--- src/rtl/alu_issue_ctrl.sv ---
// -----------------------------------------------------------------------------
// alu_issue_ctrl
//
// Purpose:
//   Initiator side of the ALU operand/result interface. It accepts one ALU
//   operation per request handshake, drives control/operands into the ALU from
//   registers, waits a fixed ALU latency, captures result/overflow/zero and
//   returns them with the request tag on a response handshake.
//
// Parameters:
//   ALU_LAT  cycles from the operand-register update edge to valid ALU outputs
//            (0 = combinational ALU), legal range 0..7
//   TAG_W    width of the request/response tag
//
// Ports:
//   clk, rst_n                        clock (rising edge), async active-low reset
//   i_req_valid / o_req_ready         request handshake
//   i_req_ctrl, i_req_a, i_req_b      ALU control code and operands
//   i_req_tag                         tag carried through to the response
//   o_alu_ctrl, o_alu_oper1/2         registered drive into the ALU
//   i_alu_result/overflow/zero        ALU outputs
//   o_rsp_valid / i_rsp_ready         response handshake
//   o_rsp_result/overflow/zero/tag    captured response payload
//   o_busy                            high while an operation is in flight
//   o_ovf_count                       saturating count of captured overflows
// -----------------------------------------------------------------------------
module alu_issue_ctrl #(
    parameter int unsigned ALU_LAT = 1,
    parameter int unsigned TAG_W   = 5
) (
    input  logic             clk,
    input  logic             rst_n,
    // request side
    input  logic             i_req_valid,
    output logic             o_req_ready,
    input  logic [3:0]       i_req_ctrl,
    input  logic [31:0]      i_req_a,
    input  logic [31:0]      i_req_b,
    input  logic [TAG_W-1:0] i_req_tag,
    // ALU side
    output logic [3:0]       o_alu_ctrl,
    output logic [31:0]      o_alu_oper1,
    output logic [31:0]      o_alu_oper2,
    input  logic [31:0]      i_alu_result,
    input  logic             i_alu_overflow,
    input  logic             i_alu_zero,
    // response side
    output logic             o_rsp_valid,
    input  logic             i_rsp_ready,
    output logic [31:0]      o_rsp_result,
    output logic             o_rsp_overflow,
    output logic             o_rsp_zero,
    output logic [TAG_W-1:0] o_rsp_tag,
    // status
    output logic             o_busy,
    output logic [7:0]       o_ovf_count
);

    localparam int unsigned      CNT_W    = 3;
    localparam logic [CNT_W-1:0] LAT_INIT = CNT_W'(ALU_LAT);
    localparam logic [7:0]       OVF_MAX  = 8'hFF;

    typedef enum logic [1:0] {
        StIdle = 2'd0,
        StWait = 2'd1,
        StResp = 2'd2
    } state_e;

    state_e            r_state;
    state_e            w_state_nxt;
    logic [CNT_W-1:0]  r_cnt;
    logic [CNT_W-1:0]  w_cnt_nxt;

    logic [3:0]        r_alu_ctrl;
    logic [31:0]       r_alu_oper1;
    logic [31:0]       r_alu_oper2;
    logic [TAG_W-1:0]  r_tag;

    logic              r_rsp_valid;
    logic [31:0]       r_rsp_result;
    logic              r_rsp_overflow;
    logic              r_rsp_zero;
    logic [TAG_W-1:0]  r_rsp_tag;
    logic [7:0]        r_ovf_count;

    logic              w_req_ready;
    logic              w_accept;
    logic              w_capture;
    logic              w_retire;

    // Ready in RESP depends only on rsp_ready so a retiring response frees the
    // slot for a back-to-back request in the same cycle.
    assign w_req_ready = (r_state == StIdle) || ((r_state == StResp) && i_rsp_ready);
    assign w_accept    = i_req_valid && w_req_ready;

    // -------------------------------------------------------------------------
    // Next-state logic
    // -------------------------------------------------------------------------
    always_comb begin
        w_state_nxt = r_state;
        w_cnt_nxt   = r_cnt;
        w_capture   = 1'b0;
        w_retire    = 1'b0;

        unique case (r_state)
            StIdle: begin
                if (i_req_valid) begin
                    w_state_nxt = StWait;
                end
            end
            StWait: begin
                if (r_cnt != '0) begin
                    w_cnt_nxt = r_cnt - 1'b1;
                end else begin
                    w_capture   = 1'b1;
                    w_state_nxt = StResp;
                end
            end
            StResp: begin
                if (i_rsp_ready) begin
                    w_retire    = 1'b1;
                    w_state_nxt = i_req_valid ? StWait : StIdle;
                end
            end
            default: begin
                w_state_nxt = StIdle;
            end
        endcase

        // Latency countdown restarts on every accepted request.
        if (w_accept) begin
            w_cnt_nxt = LAT_INIT;
        end
    end

    // -------------------------------------------------------------------------
    // State register
    // -------------------------------------------------------------------------
    always_ff @(posedge clk or negedge rst_n) begin
        if (!rst_n) begin
            r_state <= StIdle;
            r_cnt   <= '0;
        end else begin
            r_state <= w_state_nxt;
            r_cnt   <= w_cnt_nxt;
        end
    end

    // -------------------------------------------------------------------------
    // Operand registers: only an accept may change them, so the ALU inputs are
    // stable for the whole computation and response phase.
    // -------------------------------------------------------------------------
    always_ff @(posedge clk or negedge rst_n) begin
        if (!rst_n) begin
            r_alu_ctrl  <= 4'd0;
            r_alu_oper1 <= 32'd0;
            r_alu_oper2 <= 32'd0;
            r_tag       <= '0;
        end else if (w_accept) begin
            r_alu_ctrl  <= i_req_ctrl;
            r_alu_oper1 <= i_req_a;
            r_alu_oper2 <= i_req_b;
            r_tag       <= i_req_tag;
        end
    end

    // -------------------------------------------------------------------------
    // Response registers: payload only changes at capture, so it holds under
    // backpressure.
    // -------------------------------------------------------------------------
    always_ff @(posedge clk or negedge rst_n) begin
        if (!rst_n) begin
            r_rsp_valid    <= 1'b0;
            r_rsp_result   <= 32'd0;
            r_rsp_overflow <= 1'b0;
            r_rsp_zero     <= 1'b0;
            r_rsp_tag      <= '0;
        end else if (w_capture) begin
            r_rsp_valid    <= 1'b1;
            r_rsp_result   <= i_alu_result;
            r_rsp_overflow <= i_alu_overflow;
            r_rsp_zero     <= i_alu_zero;
            r_rsp_tag      <= r_tag;
        end else if (w_retire) begin
            r_rsp_valid    <= 1'b0;
        end
    end

    // -------------------------------------------------------------------------
    // Overflow statistics, saturating at 255.
    // -------------------------------------------------------------------------
    always_ff @(posedge clk or negedge rst_n) begin
        if (!rst_n) begin
            r_ovf_count <= 8'd0;
        end else if (w_capture && i_alu_overflow && (r_ovf_count != OVF_MAX)) begin
            r_ovf_count <= r_ovf_count + 8'd1;
        end
    end

    // -------------------------------------------------------------------------
    // Outputs
    // -------------------------------------------------------------------------
    assign o_req_ready    = w_req_ready;
    assign o_alu_ctrl     = r_alu_ctrl;
    assign o_alu_oper1    = r_alu_oper1;
    assign o_alu_oper2    = r_alu_oper2;
    assign o_rsp_valid    = r_rsp_valid;
    assign o_rsp_result   = r_rsp_result;
    assign o_rsp_overflow = r_rsp_overflow;
    assign o_rsp_zero     = r_rsp_zero;
    assign o_rsp_tag      = r_rsp_tag;
    assign o_busy         = (r_state != StIdle);
    assign o_ovf_count    = r_ovf_count;

endmodule

--- config.mk ---
export PLATFORM = sky130hd
export DESIGN_NAME = alu_issue_ctrl
export DESIGN_NICKNAME = d
export VERILOG_FILES = /design/src/rtl/alu_issue_ctrl.sv
export SDC_FILE = /design/constraint.sdc
export NUM_CORES = 1
export LEC_CHECK = 0
export BUFFER_PORTS_ARGS = -buffer_cell sky130_fd_sc_hd__buf_2
export CAP_MARGIN = 0
export CORE_MARGIN = 4
export CORE_UTILIZATION = 49
export CTS_CLUSTER_SIZE = 30
export DETAILED_ROUTE_END_ITERATION = 12
export GPL_ROUTABILITY_DRIVEN = 0
export MAX_ROUTING_LAYER = met4
export PLACE_DENSITY = 0.83
export SETUP_SLACK_MARGIN = 0.02
export SKIP_CTS_REPAIR_TIMING = 1
export SYNTH_ARGS = -nofsm -noshare
export SYNTH_HDL_FRONTEND = slang
export SYNTH_SLANG_ARGS = --single-unit
--- constraint.sdc ---
create_clock -name clk -period 4.9 [get_ports clk]
set_clock_uncertainty 0.05 [all_clocks]
set_input_delay 0.98 -clock clk [delete_from_list [all_inputs] [get_ports clk]]
set_output_delay 0.98 -clock clk [all_outputs]
set_load 0.05 [all_outputs]
==> reports/metrics.yaml, run 1 <==
status:
  run_status: "completed"
clocking:
  number_of_levels_in_the_clock_h_tree: 4
  tritoncts_num_sinks: 126
  root_buffer: "sky130_fd_sc_hd__clkbuf_8"
  clock_latency_ns: 0.51
  cts-root-to-sink-buffers: 2
  cts_tree: "built"
  cts.clk_slew.worst_paths_ns: 0.05
  numCtsBuffers: 17
setup_path:
  required_time_at_the_endpoint_of_the_critical_path_ns: 3.87
  endpoint_kind: "output port"
  critical_path_class: "input pin to output port"
  crit_start: "i_rsp_ready"
  cp_max_fo: 3
  reg_to_reg_startpoint: "r_state[1]"
  timing.critical_path.from_type: "input pin"
  cp.arrival_ns: 1.58
sta:
  rsz0062_at_grt: "false"
  fmaxAchievable_mhz: 383.4
  layout_setup_ws_ns: 2.292
  actual_transition_at_the_worst_max_transition_pin_ns: 0.9253
  layout_min_cycle_time_ns: 2.608
  final-hold-violation-count: 0
  setup_viol: 0
  drv_slew: 0
  finalSetupTns_ns: 0
  slew_headroom: 0.3831
  timing.final.crit_share: 0.5323
finish:
  nets: 733
  layout-area-overhead-vs-synth_pct: 37.07
  utilization: 0.6955
  multi_input_comb_area_um2: 1695
  fraction_of_layout_cells_with_a_size_suffix_above_1: 0.5396
  num_antenna_cells: 0
  register_area_um2: 3153
  fin_cells: 765
  fillers: 743
floorplanning:
  coreArea_um2: 9819
  num_io_pins: 229
  num_rows: 36
  effective_utilization_at_floorplan: 0.5074
  die_width_um: 108.8
  fp.dieH_um: 108.8
  fp.dieArea_um2: 11850
min_path:
  min_path_type: "flop to flop"
  hold_path_startpoint: "o_rsp_tag[3]"
detailed_routing:
  detail_route.wirelength_um: 12350
  drt.antenna.violating_nets: 0
  wire_per_inst_um: 16.15
  dr.pass1.iters: 6
  drcViolationCount: 0
  dr_total_vias: 3727
  vias_per_cell: 4.872
  first_iter_violations: 209
synthesis:
  postSynthNetCount: 499
  post_synth_instance_area_um2: 4982
  syn_area_per_cell_um2: 12.94
  synth.distinct_cells: 31
  synth_flop_cell: "sky130_fd_sc_hd__dfrtp_1"
  synth_edf_count: 0
  yosysWarningCount: 0
  syn-instance-count: 385
  synth-seq-area-share: 0.6328
  ys_async_sr_fraction: 1.000
  yosys_reg_bits: 126
grt:
  global_route.usage.met3: 0.05210
  grt-ovfl-total: 0
  grt_start_max_net_pins: 67
  globalRouteMet2Util: 0.3716
  grt_pass1_wl_um: 19340
  globalRouteMet1Util: 0.2507
  grt_most_used_layer: "met2"
  antenna_found_initial: 0
  grt_use_total: 0.2191
  number_of_global_route_vias_before_repair: 3930
job:
  maxCapViolCount: 0
placed_design:
  placement.io_buffers: 228
  place_worst_setup_slack_ns: 1.922
  place_hpwl_um: 8868
  post-place-cells: 733
[cell usage in the layout, fill, tap and decap left out, drive strengths merged, types with 3 or more instances in the layout]
cell / instances
inv: 5
clkbuf: 22
clkinv: 3
nand2: 118
buf: 233
mux2: 78
nand3: 7
xnor2: 4
a21oi: 3
bufinv: 4
nor2: 4
dfrtp: 126
clkinvlp: 3
nand4: 3
ha: 3
[state kept, by name (all words and copies together), names as in the netlist]
| signal | count |
|---|---|
| o_alu_ctrl | 4 |
| o_ovf_count | 8 |
| o_alu_oper1 | 32 |
| o_rsp_tag | 5 |
| o_rsp_zero | 1 |
| o_rsp_valid | 1 |
| o_rsp_overflow | 1 |
| r_state | 2 |
| r_tag | 5 |
| o_rsp_result | 32 |
| r_cnt | 3 |
| o_alu_oper2 | 32 |
[synth_stat cells, types with 2 or more instances]
library cell               count  area (µm²)
sky130_fd_sc_hd__dfrtp_1     126        3153
sky130_fd_sc_hd__nand2_1     118       442.9
sky130_fd_sc_hd__mux2_2       50       563.0
sky130_fd_sc_hd__mux2_4       26       390.4
sky130_fd_sc_hd__buf_2         8       40.04
sky130_fd_sc_hd__nand3_1       7       35.03
sky130_fd_sc_hd__buf_6         5       56.30
sky130_fd_sc_hd__clkbuf_1      5       18.77
sky130_fd_sc_hd__inv_1         5       18.77
sky130_fd_sc_hd__nor2_1        4       15.01
sky130_fd_sc_hd__xnor2_1       4       35.03
sky130_fd_sc_hd__ha_1          3       37.54
sky130_fd_sc_hd__nand4_1       3       18.77
sky130_fd_sc_hd__a21oi_1       2       10.01
sky130_fd_sc_hd__mux2_1        2       22.52
sky130_fd_sc_hd__nand2b_1      2       12.51
[per-layer routing]
layer	vias to the layer above	routed length, µm	part of all wire
met5	-	0	0
met4	0	235	0.019
met3	22	823	0.067
met2	150	6580	0.53
met1	1811	4712	0.38
li1	1744	-	-
[critical path: stages]
cell and delay [ns]:
sky130_fd_sc_hd__buf_2 0.10, sky130_fd_sc_hd__inv_1 0.05, sky130_fd_sc_hd__a21oi_2 0.16, sky130_fd_sc_hd__buf_2 0.29
[through the flow]
| step | instance area (µm²) | hold WS (ns) |
|---|---|---|
| 2_1_floorplan | 4982 | 0.3848 |
| 3_3_place_gp | 6215 | 0.3983 |
| 3_5_place_dp | 6215 | 0.4065 |
| 4_1_cts | 6829 | 0.4201 |
| 5_1_grt | 6829 | 0.4428 |
| 6_report | 6829 | 0.4155 |
[final cells by class]
cell class	count	area share
well taps	133	0.02437
multi-input cells	236	0.2483
inverters	5	0.002748
clock buffers	22	0.06632
repair buffers	233	0.1730
clock inverters	10	0.02364
flip-flops and latches	126	0.4617
[cells by family after synthesis]
logic type                 share of synthesized area
AOI/OAI and AO/OA                            0.01130
xor gates and xnor gates                    0.007031
adders and majority gates                   0.007535
buffers and inverters                        0.02687
DFF                                           0.6328
muxes                                         0.1959
and+or+nand+nor                               0.1185
[final timing paths]
| check | to | slack, ns | cells after the start |
|---|---|---|---|
| min reg2reg | o_rsp_tag[3] | 0.42 | 2 |
| min | o_rsp_tag[3] | 0.42 | 2 |
| max reg2reg | o_alu_oper2[13] | 2.56 | 4 |
| max | o_req_ready | 2.29 | 4 |
| min in group asynchronous | o_alu_oper1[4] | 0.52 | 1 |
| max in group asynchronous | o_alu_oper1[29] | 3.31 | 2 |
Power of run 1 is left out: the tool's default activity adds up to more than one toggle a clock period on the data nets, which glitch-free logic cannot reach.
==> inputs of run 2 (changes only) <==
Settings changed: CORE_UTILIZATION 49 to 47, PLACE_DENSITY 0.83 to 0.8.
Clock period 4.9 ns to 2.4 ns, I/O delays scaled along.
==> run 2 against run 1 <==
Compared with the run above:
- sequential share of layout area down 0.17 points
- sequential cell count unchanged
- routed wire length down 1.8%
- count of clock-buffer cells in the layout up 4
- register-to-register slack worse by 2.0 ns
- die area up 3.9%
- design area up 0.37%
- critical path depth down 2
- highest routed layer unchanged
- hold slack worse by 0.32 ns
- via count up 0.48%
==> reports/metrics.yaml, run 2 (synthesis results as in run 1) <==
status:
  run_status: "completed"
sta:
  slew_headroom: 0.6953  # +0.3122
  setup_viol: 0  # unchanged
  rsz0062_at_grt: "false"
  finalSetupTns_ns: 0  # unchanged
  layout_min_cycle_time_ns: 2.036
  actual_transition_at_the_worst_max_transition_pin_ns: 0.4570  # -0.4683 ns
  final-hold-violation-count: 0  # unchanged
  drv_slew: 0  # unchanged
  timing.final.crit_share: 0.8482
  fmaxAchievable_mhz: 491.2
clocking:
  clock_latency_ns: 0.52  # about the same
  cts.clk_slew.worst_paths_ns: 0.06  # about the same
  tritoncts_num_sinks: 126  # unchanged
  cts-root-to-sink-buffers: 2  # unchanged
  numCtsBuffers: 17  # unchanged
  root_buffer: "sky130_fd_sc_hd__clkbuf_8"
  number_of_levels_in_the_clock_h_tree: 4  # unchanged
  cts_tree: "built"
setup_path:
  required_time_at_the_endpoint_of_the_critical_path_ns: 1.87  # -2.00 ns
  crit_start: "r_state[0]"
  reg_to_reg_startpoint: "r_cnt[0]"
  critical_path_class: "flop to output port"
  critical_path.endpoint: "o_busy"
  rrSetupSlack_ns: 0.56  # -2.00 ns
  endpoint_kind: "output port"
  cp_max_fo: 7  # +4
  ff2ff_path_depth: 7  # +3
  worst_r2r_endpoint: "o_ovf_count[4]"
  cp.arrival_ns: 1.51  # -0.07 ns
  timing.critical_path.from_type: "flop"
finish:
  layout.cells.most_common_list: "sky130_fd_sc_hd__buf_2 (227), sky130_fd_sc_hd__dfrtp_1 (126), sky130_fd_sc_hd__nand2_1 (118)"
  nets: 737  # +0.55%
  num_antenna_cells: 0  # unchanged
  layout-area-overhead-vs-synth_pct: 37.57
  layout_commonest_cell: "sky130_fd_sc_hd__buf_2"
  fillers: 779  # +4.8%
  fraction_of_layout_cells_with_a_size_suffix_above_1: 0.5393  # about the same
min_path:
  min_path_type: "input pin to flop"
job:
  maxCapViolCount: 0  # unchanged
detailed_routing:
  dr_total_vias: 3745  # +0.48%
  detail_route.wirelength_um: 12130  # -1.8%
  first_iter_violations: 176  # -16%
  drt.antenna.violating_nets: 0  # unchanged
  drcViolationCount: 0  # unchanged
  wire_per_inst_um: 15.72  # -2.6%
  vias_per_cell: 4.851  # -0.43%
  dr.pass1.iters: 4  # -2
grt:
  grt-ovfl-total: 0  # unchanged
  grt_pass1_wl_um: 19820  # +2.5%
  antenna_found_initial: 0  # unchanged
  grt_start_max_net_pins: 65  # -3.0%
  number_of_global_route_vias_before_repair: 3915  # -0.38%
  grt_use_total: 0.2088  # -0.01031
floorplanning:
  die_width_um: 111.0  # +2.0%
  coreArea_um2: 10320  # +5.1%
  fp.dieArea_um2: 12310  # +3.9%
  effective_utilization_at_floorplan: 0.4826  # -0.02478
  num_rows: 37  # +2.8%
  fp.dieH_um: 111.0  # +2.0%
  num_io_pins: 229  # unchanged
placed_design:
  placement.io_buffers: 228  # unchanged
  place_hpwl_um: 8772  # -1.1%
-- run 2: area by class of cell --
cell class,instances,area (µm²),area share
Sequential cell,126,3153,0.4600
Multi-Input combinational cell,236,1695,0.2474
Timing Repair Buffer,237,1239,0.1807
Clock buffer,26,498.0,0.07265
Tap cell,136,170.2,0.02483
Clock inverter,6,80.08,0.01168
Inverter,5,18.77,0.002738
-- run 2: worst min-delay path by stage --
| stage | start | to | slack [ns] | cells past startpoint |
|---|---|---|---|---|
| 2_1_floorplan | rst_n | o_alu_ctrl[0] | 0.13 | 0 |
| 3_3_place_gp | rst_n | o_alu_oper1[1] | 0.39 | 1 |
| 3_5_place_dp | rst_n | o_alu_oper1[1] | 0.41 | 1 |
| 4_1_cts | rst_n | o_alu_oper1[1] | -0.15 | 1 |
| 5_1_grt | i_alu_result[29] | o_rsp_result[29] | 0.07 | 3 |
| 6_report | i_alu_result[29] | o_rsp_result[29] | 0.09 | 3 |
-- run 2: routing by layer --
metal	global-route usage	vias up	wire length [µm]
li1	-	1755	-
met1	0.2332	1802	4811
met2	0.3443	167	6188
met3	0.06223	21	865
met4	0.09852	0	268
met5	-	-	0
-- run 2: through the flow --
stage                     setup WS (ns)  instance area [µm²]  std cells  hold WS (ns)    util
after floorplan                  0.2874                 4982        385        0.1344       -
after global placement           0.4910                 6266        739        0.3941  0.6070
after detailed placement         0.4522                 6266        739        0.4090  0.6070
after CTS                        0.3387                 6844        771       -0.1509  0.6630
after global routing             0.3147                 6854        772       0.07414  0.6639
final                            0.3643                 6854        772       0.09115  0.6639
-- run 2: critical path, cell delays in order (launching register included) --
cell and delay [ns]:
sky130_fd_sc_hd__dfrtp_1 0.45, sky130_fd_sc_hd__or2_2 0.32, sky130_fd_sc_hd__buf_2 0.21
Power of run 2 is left out for the same reason.
